==> src/rtl/sc_fifo_ram.sv <==
// Simple dual-port RAM for the show-ahead FIFO.
// One write port and one read port, each with its own address. The read
// is registered with a read enable, so the output holds whenever rd_en is
// low. A read and a write to the same address in the same cycle return the
// old contents. Storage and read data are not reset.
module sc_fifo_ram #(
    parameter int ADDR_W = 5,
    parameter int WIDTH  = 20
) (
    input  logic              clock,
    input  logic              wr_en,
    input  logic [ADDR_W-1:0] wr_addr,
    input  logic [WIDTH-1:0]  wr_data,
    input  logic              rd_en,
    input  logic [ADDR_W-1:0] rd_addr,
    output logic [WIDTH-1:0]  rd_data
);

    localparam int DEPTH = 1 << ADDR_W;

    logic [WIDTH-1:0] mem_r [0:DEPTH-1];
    logic [WIDTH-1:0] rd_data_r;

    // Write port: store the word at wr_addr when enabled.
    always_ff @(posedge clock) begin
        if (wr_en) begin
            mem_r[wr_addr] <= wr_data;
        end
    end

    // Read port: registered read, holding its value while rd_en is low.
    always_ff @(posedge clock) begin
        if (rd_en) begin
            rd_data_r <= mem_r[rd_addr];
        end
    end

    assign rd_data = rd_data_r;

endmodule

==> src/rtl/sc_showahead_fifo.sv <==
// Single-clock show-ahead FIFO.
// Words pass from the RAM through a one-cycle registered read stage
// (pend_r) into the output register that drives q (valid_r). The RAM read
// is issued only when the stage it fills will be free at the next edge.
// This keeps one word per cycle flowing under back-to-back rdreq.
// cnt_r counts every stored word: RAM, pending stage and q.
// mem_cnt_r counts only the words still in the RAM.
module sc_showahead_fifo #(
    parameter int LOG_DEPTH               = 5,
    parameter int WIDTH                   = 20,
    parameter int ALMOST_FULL_VALUE       = 30,
    parameter int ALMOST_EMPTY_VALUE      = 2,
    parameter int OVERFLOW_CHECKING       = 0,
    parameter int UNDERFLOW_CHECKING      = 0,
    parameter int ALLOW_RWCYCLE_WHEN_FULL = 0
) (
    input  logic                 clock,
    input  logic                 aclr_n,
    input  logic                 sclr,
    input  logic [WIDTH-1:0]     data,
    input  logic                 wrreq,
    input  logic                 rdreq,
    output logic [WIDTH-1:0]     q,
    output logic [LOG_DEPTH-1:0] usedw,
    output logic                 empty,
    output logic                 full,
    output logic                 almost_empty,
    output logic                 almost_full
);

    localparam int CW = LOG_DEPTH + 1;
    localparam logic [CW-1:0] DEPTH_C = CW'(1 << LOG_DEPTH);
    localparam logic [CW-1:0] AF_C    = CW'(ALMOST_FULL_VALUE);
    localparam logic [CW-1:0] AE_C    = CW'(ALMOST_EMPTY_VALUE);
    localparam logic [CW-1:0] ONE_C   = CW'(1);

    logic [CW-1:0]        cnt_r;
    logic [CW-1:0]        cnt_nxt_s;
    logic [CW-1:0]        mem_cnt_r;
    logic [CW-1:0]        mem_cnt_nxt_s;
    logic [LOG_DEPTH-1:0] wr_ptr_r;
    logic [LOG_DEPTH-1:0] rd_ptr_r;
    logic                 pend_r;
    logic                 pend_nxt_s;
    logic                 valid_r;
    logic                 valid_nxt_s;
    logic                 empty_r;
    logic                 full_r;
    logic                 af_r;
    logic                 ae_r;
    logic [WIDTH-1:0]     q_r;
    logic [WIDTH-1:0]     ram_rd_data_s;
    logic                 wr_ok_s;
    logic                 rd_ok_s;
    logic                 load_out_s;
    logic                 prefetch_s;
    logic                 ram_wr_en_s;
    logic                 ram_rd_en_s;

    // Request qualification, pipeline moves and next counts.
    always_comb begin
        rd_ok_s       = 1'b0;
        wr_ok_s       = 1'b0;
        load_out_s    = 1'b0;
        prefetch_s    = 1'b0;
        cnt_nxt_s     = cnt_r;
        mem_cnt_nxt_s = mem_cnt_r;
        pend_nxt_s    = pend_r;
        valid_nxt_s   = valid_r;

        // A pop never takes effect before its word is on q.
        if (UNDERFLOW_CHECKING != 0) begin
            rd_ok_s = rdreq & ~empty_r;
        end else begin
            rd_ok_s = rdreq & valid_r;
        end

        if (OVERFLOW_CHECKING != 0) begin
            if (ALLOW_RWCYCLE_WHEN_FULL != 0) begin
                wr_ok_s = wrreq & (~full_r | rd_ok_s);
            end else begin
                wr_ok_s = wrreq & ~full_r;
            end
        end else begin
            wr_ok_s = wrreq;
        end

        // The pending word moves to q when q is free or is being popped.
        load_out_s = pend_r & (~valid_r | rd_ok_s);
        // Issue a RAM read only if the pending stage is free at the next edge.
        prefetch_s = (mem_cnt_r != {CW{1'b0}}) & (~pend_r | load_out_s);

        case ({wr_ok_s, rd_ok_s})
            2'b10:   cnt_nxt_s = cnt_r + ONE_C;
            2'b01:   cnt_nxt_s = cnt_r - ONE_C;
            default: cnt_nxt_s = cnt_r;
        endcase

        case ({wr_ok_s, prefetch_s})
            2'b10:   mem_cnt_nxt_s = mem_cnt_r + ONE_C;
            2'b01:   mem_cnt_nxt_s = mem_cnt_r - ONE_C;
            default: mem_cnt_nxt_s = mem_cnt_r;
        endcase

        if (prefetch_s) begin
            pend_nxt_s = 1'b1;
        end else if (load_out_s) begin
            pend_nxt_s = 1'b0;
        end else begin
            pend_nxt_s = pend_r;
        end

        if (load_out_s) begin
            valid_nxt_s = 1'b1;
        end else if (rd_ok_s) begin
            valid_nxt_s = 1'b0;
        end else begin
            valid_nxt_s = valid_r;
        end
    end

    // Keep the RAM idle in a clear cycle, so nothing from it survives.
    assign ram_wr_en_s = wr_ok_s & ~sclr;
    assign ram_rd_en_s = prefetch_s & ~sclr;

    sc_fifo_ram #(
        .ADDR_W (LOG_DEPTH),
        .WIDTH  (WIDTH)
    ) u_ram (
        .clock   (clock),
        .wr_en   (ram_wr_en_s),
        .wr_addr (wr_ptr_r),
        .wr_data (data),
        .rd_en   (ram_rd_en_s),
        .rd_addr (rd_ptr_r),
        .rd_data (ram_rd_data_s)
    );

    // Control state: pointers, counts, pipeline valids and registered flags.
    always_ff @(posedge clock or negedge aclr_n) begin
        if (!aclr_n) begin
            cnt_r     <= {CW{1'b0}};
            mem_cnt_r <= {CW{1'b0}};
            wr_ptr_r  <= {LOG_DEPTH{1'b0}};
            rd_ptr_r  <= {LOG_DEPTH{1'b0}};
            pend_r    <= 1'b0;
            valid_r   <= 1'b0;
            empty_r   <= 1'b1;
            full_r    <= 1'b0;
            af_r      <= 1'b0;
            ae_r      <= 1'b1;
        end else if (sclr) begin
            cnt_r     <= {CW{1'b0}};
            mem_cnt_r <= {CW{1'b0}};
            wr_ptr_r  <= {LOG_DEPTH{1'b0}};
            rd_ptr_r  <= {LOG_DEPTH{1'b0}};
            pend_r    <= 1'b0;
            valid_r   <= 1'b0;
            empty_r   <= 1'b1;
            full_r    <= 1'b0;
            af_r      <= 1'b0;
            ae_r      <= 1'b1;
        end else begin
            cnt_r     <= cnt_nxt_s;
            mem_cnt_r <= mem_cnt_nxt_s;
            if (wr_ok_s) begin
                wr_ptr_r <= wr_ptr_r + {{(LOG_DEPTH-1){1'b0}}, 1'b1};
            end
            if (prefetch_s) begin
                rd_ptr_r <= rd_ptr_r + {{(LOG_DEPTH-1){1'b0}}, 1'b1};
            end
            pend_r    <= pend_nxt_s;
            valid_r   <= valid_nxt_s;
            empty_r   <= ~valid_nxt_s;
            full_r    <= (cnt_nxt_s == DEPTH_C);
            af_r      <= (cnt_nxt_s >= AF_C);
            ae_r      <= (cnt_nxt_s < AE_C);
        end
    end

    // Output data register. It is not reset, because q is don't-care while empty.
    always_ff @(posedge clock) begin
        if (load_out_s) begin
            q_r <= ram_rd_data_s;
        end
    end

    assign q            = q_r;
    assign usedw        = cnt_r[LOG_DEPTH-1:0];
    assign empty        = empty_r;
    assign full         = full_r;
    assign almost_empty = ae_r;
    assign almost_full  = af_r;

endmodule

==> config.mk <==
export PLATFORM = sky130hd
export DESIGN_NAME = sc_showahead_fifo
export DESIGN_NICKNAME = d
export VERILOG_FILES = /design/src/rtl/sc_fifo_ram.sv /design/src/rtl/sc_showahead_fifo.sv
export SDC_FILE = /design/constraint.sdc
export NUM_CORES = 1
export LEC_CHECK = 0
export CAP_MARGIN = 20
export CORE_UTILIZATION = 35
export DETAILED_ROUTE_END_ITERATION = 16
export HOLD_SLACK_MARGIN = 0.06
export PLACE_DENSITY = 0.56
export SKIP_CTS_REPAIR_TIMING = 1
export SYNTH_ARGS = -nofsm -noshare
export SYNTH_HDL_FRONTEND = slang
export SYNTH_SLANG_ARGS = --single-unit
export TNS_END_PERCENT = 20
==> constraint.sdc <==
create_clock -name clock -period 3.1 [get_ports clock]
set_input_delay 0.62 -clock clock [delete_from_list [all_inputs] [get_ports clock]]
set_output_delay 0.62 -clock clock [all_outputs]
set_load 0.02 [all_outputs]
# Word-level counts from Yosys, hierarchy flattened
# Memory sizes are Yosys's and may differ from the RTL's. A register that Yosys moved wholly into a read port is not among the register bits.
# Index checks and enable logic that the tools add are counted.
[word_totals]
ff_bits = 48
ram_bits = 640
input_bits = 25
mem_count = 1
[classes]
add_sub_neg = 6
n_lt_le_gt_ge = 2
n_eq_ne = 5
n_mux = 20
bitwise_logic = 11
n_reduce_logical = 5
[mem_list]
columns = ["name", "depth", "width", "read_ports", "rd_clocked_by_memory_dff", "write_ports", "line", "text"]
rows = [
  ["u_ram.mem_r", 32, 20, 1, 1, 1, "sc_fifo_ram.sv:21", "logic [WIDTH-1:0] mem_r [0:DEPTH-1];"],
]
[op_table]
columns = ["op", "count"]
rows = [
  ["6-bit case mux with 2 select lines", 2],
  ["5-bit 2-to-1 mux", 4],
  ["6-bit by 1-bit adder with 6-bit output (second input constant)", 2],
  ["1-bit 2-to-1 mux", 12],
  ["6-bit 2-to-1 mux", 2],
  ["6-bit by 1-bit subtractor with 6-bit output (second input constant)", 2],
  ["5-bit by 1-bit adder with 5-bit output (second input constant)", 2],
  ["6-bit equality test (second input constant)", 1],
  ["6-bit by 5-bit greater-or-equal comparator with 1-bit output (second input constant)", 1],
  ["6-bit by 2-bit < comparator with 1-bit output (second input constant)", 1],
  ["3-bit nonzero test", 2],
  ["6-bit nonzero test", 1],
  ["1-bit AND", 5],
  ["2-bit by 1-bit equality test with 1-bit output (second input constant)", 2],
  ["2-bit equality test (second input constant)", 2],
  ["1-bit NOT", 4],
  ["2-bit nonzero test", 2],
  ["1-bit bitwise OR", 2],
]

# Logic depth before layout (Yosys ltp)
[logic_depth]
ltp_word = 8
ltp_mapped = 12

# By module
# Synthesis repeated with hierarchy kept, for this count alone.
[unflattened]
hier_cells = 1614
area_unflattened_um2 = 28117.0
[by_module_without_submodules]
columns = ["module", "n_inst", "cells_per_inst", "area_each_um2", "seq_area_each_um2"]
rows = [
  ["sc_fifo_ram", 1, 1414, 25753.4, 19819.0],
  ["sc_showahead_fifo", 1, 200, 2363.5, 1303.8],
]

# Least setup slack after synthesis
# Ideal clock, no wire load.
[synth_path]
kind = "input port to flip-flop"
start = "input port wrreq"
end = "register af_r (netlist: almost_full)"
setup_ps = 82
arrival_ps = 2772
slack_ps = 246
stages = 12
cell_sequence = "clkbuf_1 > inv_1 > ha_1 > buf_2 > xor2_1 > ha_1 > a21oi_1 > xor2_1 > nor2_1 > xnor2_1 > or4_1 > o22ai_1"
[synth_via]
elab_chain_len = 4
word_cells_on_any_way = 5
classes_between = "1 x order compare; 2 x eq/ne; 2 x mux"
[synth_rtl]
columns = ["element", "line", "text"]
rows = [
  ["start, declared", "sc_showahead_fifo.sv:21", "input logic wrreq,"],
  ["2-bit by 1-bit equality test with 1-bit output or 2-bit equality test (tied branches)", "sc_showahead_fifo.sv:93", "case ({wr_ok_s, rd_ok_s})"],
  ["6-bit case mux with 2 select lines (*)", "sc_showahead_fifo.sv:93", ""],
  ["6-bit by 5-bit greater-or-equal comparator with 1-bit output (*)", "sc_showahead_fifo.sv:176", "af_r <= (cnt_nxt_s >= AF_C);"],
  ["1-bit 2-to-1 mux (*)", "sc_showahead_fifo.sv:152", "end else if (sclr) begin"],
  ["end signal, assigned", "sc_showahead_fifo.sv:176", ""],
  ["end, declared", "sc_showahead_fifo.sv:49", "logic af_r;"],
]
# Every way passes the cells marked *; elsewhere a longest branch is shown, timed or not.
# A chain may end at the register's enable or synchronous reset.

==> metrics.yaml <==
worst_setup_path:
  crit_path_end_kind: "flip-flop"
  path_cells: "buf_12 > mux4_2 > mux4_2 > mux2_2"
  startpoint: "rd_ptr_r[0]"
  cp_slowest_cell: "dfrtp_4"
  cpPeakStageDelay_ns: 0.64
  path_max_fanout: 33
  cp_top_family: "multiplexers"
  startpoint_type: "flip-flop"
  cp_data_required_time_ns: 3.44
  reg2reg_slack_ns: 0.43
  reg2reg_to: "u_ram.rd_data[16]"
  cpMostUsedCell: "mux4_2"
  r2r_start: "rd_ptr_r[0]"
  arrival_ns: 3.01
  path_buf_inv: 1
  r2r_cells: 4
  path_class: "flip-flop to flip-flop"
status:
  status: "finished, final reports clean"
power_and_ir_drop:
  p_clk_share_pct: 35.4
  power_leakage_nw: 10.15
  p_sw_share_pct: 25.02
  p_int_w: 0.01892
  p_switching_w: 0.006316
  seqPwrFrac_pct: 44.2
  ir_drop_uv: 428.3
  p_comb_share_pct: 20.4
  p_per_area_nw_per_um2: 777.4
timing:
  period_needed_ns: 2.672
  finalSetupTns_ns: 0
  rsz0062_at_grt: "no"
  whs_ns: 0.4187
  finalMaxSlewViolations: 0
  layout_worst_path_cycle_share_pct: 86.18
  hold_viol: 0
  maxClockFrequency_mhz: 374.3
  finalSetupViolCount: 0
  clock_skew_ns: 0.02247
  worst_pin_slew_ns: 0.4793
  slew_headroom_pct: 67.97
synthesis:
  async_reset_ff_share_pct: 3.955
  synth_flop_cell: "edfxtp_1"
  syn_area_sq_um: 27220
  synth.distinct_cells: 44
  syn_nets: 1203
  synth_edf_count: 680
  synth_cells: 1165
  yosysWarnings: 0
  ys_seq_area_share_pct: 77.59
  synth-seq-cells: 708
  syn-mean-instance-area_sq_um: 23.37
min_path:
  holdPathStages: 0
  holdCritPathClass: "flip-flop to flip-flop"
  min-delay-start: "u_ram.rd_data[9]"
  min_to: "q[9]"
layout:
  synthToLayoutAreaGrowth_pct: 19.25
  seq_area_sq_um: 21140
  multi_input_area_sq_um: 5844
  layout.cells.non_filler: 2431
  n_antenna_cell: 0
  nFillCells: 6500
  drive_above_1_share_pct: 33.83
  num-nets-final: 1377
grt:
  grtUsageTotal_pct: 15.91
  grt_antenna_before_repair: 2
  grt_pass1_vias: 13010
  grt_max_degree: 60
  grt_pass1_wl_um: 89270
  grt_overflow: 0
detailed_routing:
  vias: 12490
  viasPerCell: 5.137
  routedWlPerCell_um: 25.11
  route.detailed.drc: 0
  antenna_left: 0
  drt_iter0_drc: 1030
  first_pass_iters: 5
  drt-total-wl_um: 61040
floorplan:
  die_y_um: 280.9
  row_count: 101
  die-area_sq_um: 78900
  initial_core_util_pct: 35.61
  ios: 54
  core_area_sq_um: 76450
  die_w_um: 280.9
clock_tree:
  max-clock-path-buffers: 3
  clkTransAtPathRegs_ns: 0.06
  cts.sink_count: 708
  root_buffer: "clkbuf_16"
  insertion_delay_ns: 0.61
  cts_tree: "built"
  cts_buffers: 75
  htreeDepth: 3
placement:
  post-place-cells: 2292
  globalplace.congestion: 0.7937
  io_buffer_count: 53
  hpwl_um: 35500
flow_run:
  drv_cap: 0
how the worst max path moves through the flow:
stage	slack (ns)	cells after the start	endpoint
3_5_place_dp	0.06	12	full
4_1_cts	0.41	4	u_ram.rd_data[16]
6_report	0.43	4	u_ram.rd_data[16]
2_1_floorplan	0.25	12	almost_full
3_3_place_gp	0.10	11	almost_full
5_1_grt	0.21	10	mem_cnt_r[5]
metal layers:
metal	track usage (%)	part of all wire, %	up-vias
li1	-	-	5270
met1	22.40	44	6746
met2	25.27	48	385
met3	3.176	5.9	85
met4	4.119	1.8	2
met5	0	0.018	-
final cells by class:
| class | count | area share [%] |
|---|---|---|
| sequential | 708 | 65.10 |
| inverter | 8 | 0.09250 |
| clock inverter | 38 | 1.191 |
| tap | 1030 | 3.970 |
| multi-input combinational | 384 | 18.00 |
| timing repair buffer | 162 | 5.234 |
| clock buffer | 101 | 6.406 |
synth_stat cells (all sizes together) (2+ instances only):
| cell | n | area (sq um) |
|---|---|---|
| nor3 | 3 | 15.01 |
| a21o | 4 | 30.03 |
| and2 | 4 | 25.03 |
| a21oi | 8 | 40.04 |
| nand4 | 5 | 31.28 |
| nor2b | 3 | 18.77 |
| nand2 | 9 | 33.78 |
| xor2 | 11 | 96.34 |
| a31oi | 2 | 12.51 |
| ha | 12 | 150.1 |
| mux2i | 7 | 70.07 |
| buf | 29 | 172.7 |
| xnor2 | 9 | 78.83 |
| o21ai | 4 | 20.02 |
| mux2 | 20 | 225.2 |
| inv | 8 | 30.03 |
| edfxtp | 680 | 20420 |
| nor2 | 59 | 221.5 |
| or3b | 2 | 17.52 |
| nand3b | 3 | 22.52 |
| mux4 | 200 | 4504 |
| clkbuf | 36 | 135.1 |
| nand3 | 3 | 15.01 |
| dfrtp | 26 | 650.6 |
| nor4b | 2 | 17.52 |
| dfstp | 2 | 52.55 |
power by group through the flow:
stage	clock (W)	combinational, W	sequential, W
3_5_place_dp	0	0.00523	0.0114
2_1_floorplan	0	0.00348	0.0113
3_3_place_gp	0	0.00521	0.0114
6_report	0.00893	0.00514	0.0112
5_1_grt	0.00950	0.00550	0.0112
4_1_cts	0.00913	0.00525	0.0112
cells by family after synthesis:
group / share of synthesized area [%]
adder cells (fa/ha/maj): 0.6251
AND/OR/NAND/NOR: 1.687
AO/OA/AOI/OAI: 0.5792
buffers and inverters: 1.241
flip-flops: 77.59
XOR/XNOR: 0.6435
multiplexers: 17.63
placed cells by master, fill, tap and decap left out, types with 3 or more instances in the layout:
cell and count:
edfxtp_1 680, mux4_2 200, buf_4 81, clkbuf_16 79, clkdlybuf4s50_1 53, nor2_2 32, buf_12 28, nor2_1 27
dfrtp_1 22, mux2_2 20, clkbuf_1 20, clkinv_1 15, ha_1 12, xor2_1 11, clkinv_2 11, xnor2_1 9
nand2_1 9, inv_1 8, a21oi_1 8, mux2i_1 7, bufinv_16 7, nand4_1 5, a21o_1 4, o21ai_0 4
and2_1 3, nand3_1 3, nor3_1 3, nand3b_1 3, dfrtp_4 3
flip-flops by register name (all words and copies together), names as in the netlist, 5 cells and up:
| signal | count |
|---|---|
| wr_ptr_r | 5 |
| u_ram.mem_r | 640 |
| cnt_r | 6 |
| q | 20 |
| rd_ptr_r | 5 |
| mem_cnt_r | 6 |
| u_ram.rd_data | 20 |
per-stage QoR:
stage | area, sq um | utilization, % | total power (W) | worst slack [ns]
floorplan | 27220 | - | 0.01483 | 0.2457
global placement | 30000 | 39.24 | 0.01657 | 0.1033
detailed placement | 30000 | 39.24 | 0.01659 | 0.06170
CTS | 32460 | 42.46 | 0.02555 | 0.4059
global route | 32460 | 42.46 | 0.02620 | 0.2053
finish | 32460 | 42.46 | 0.02524 | 0.4283
Note: power is estimated with default switching activity, not from simulation.
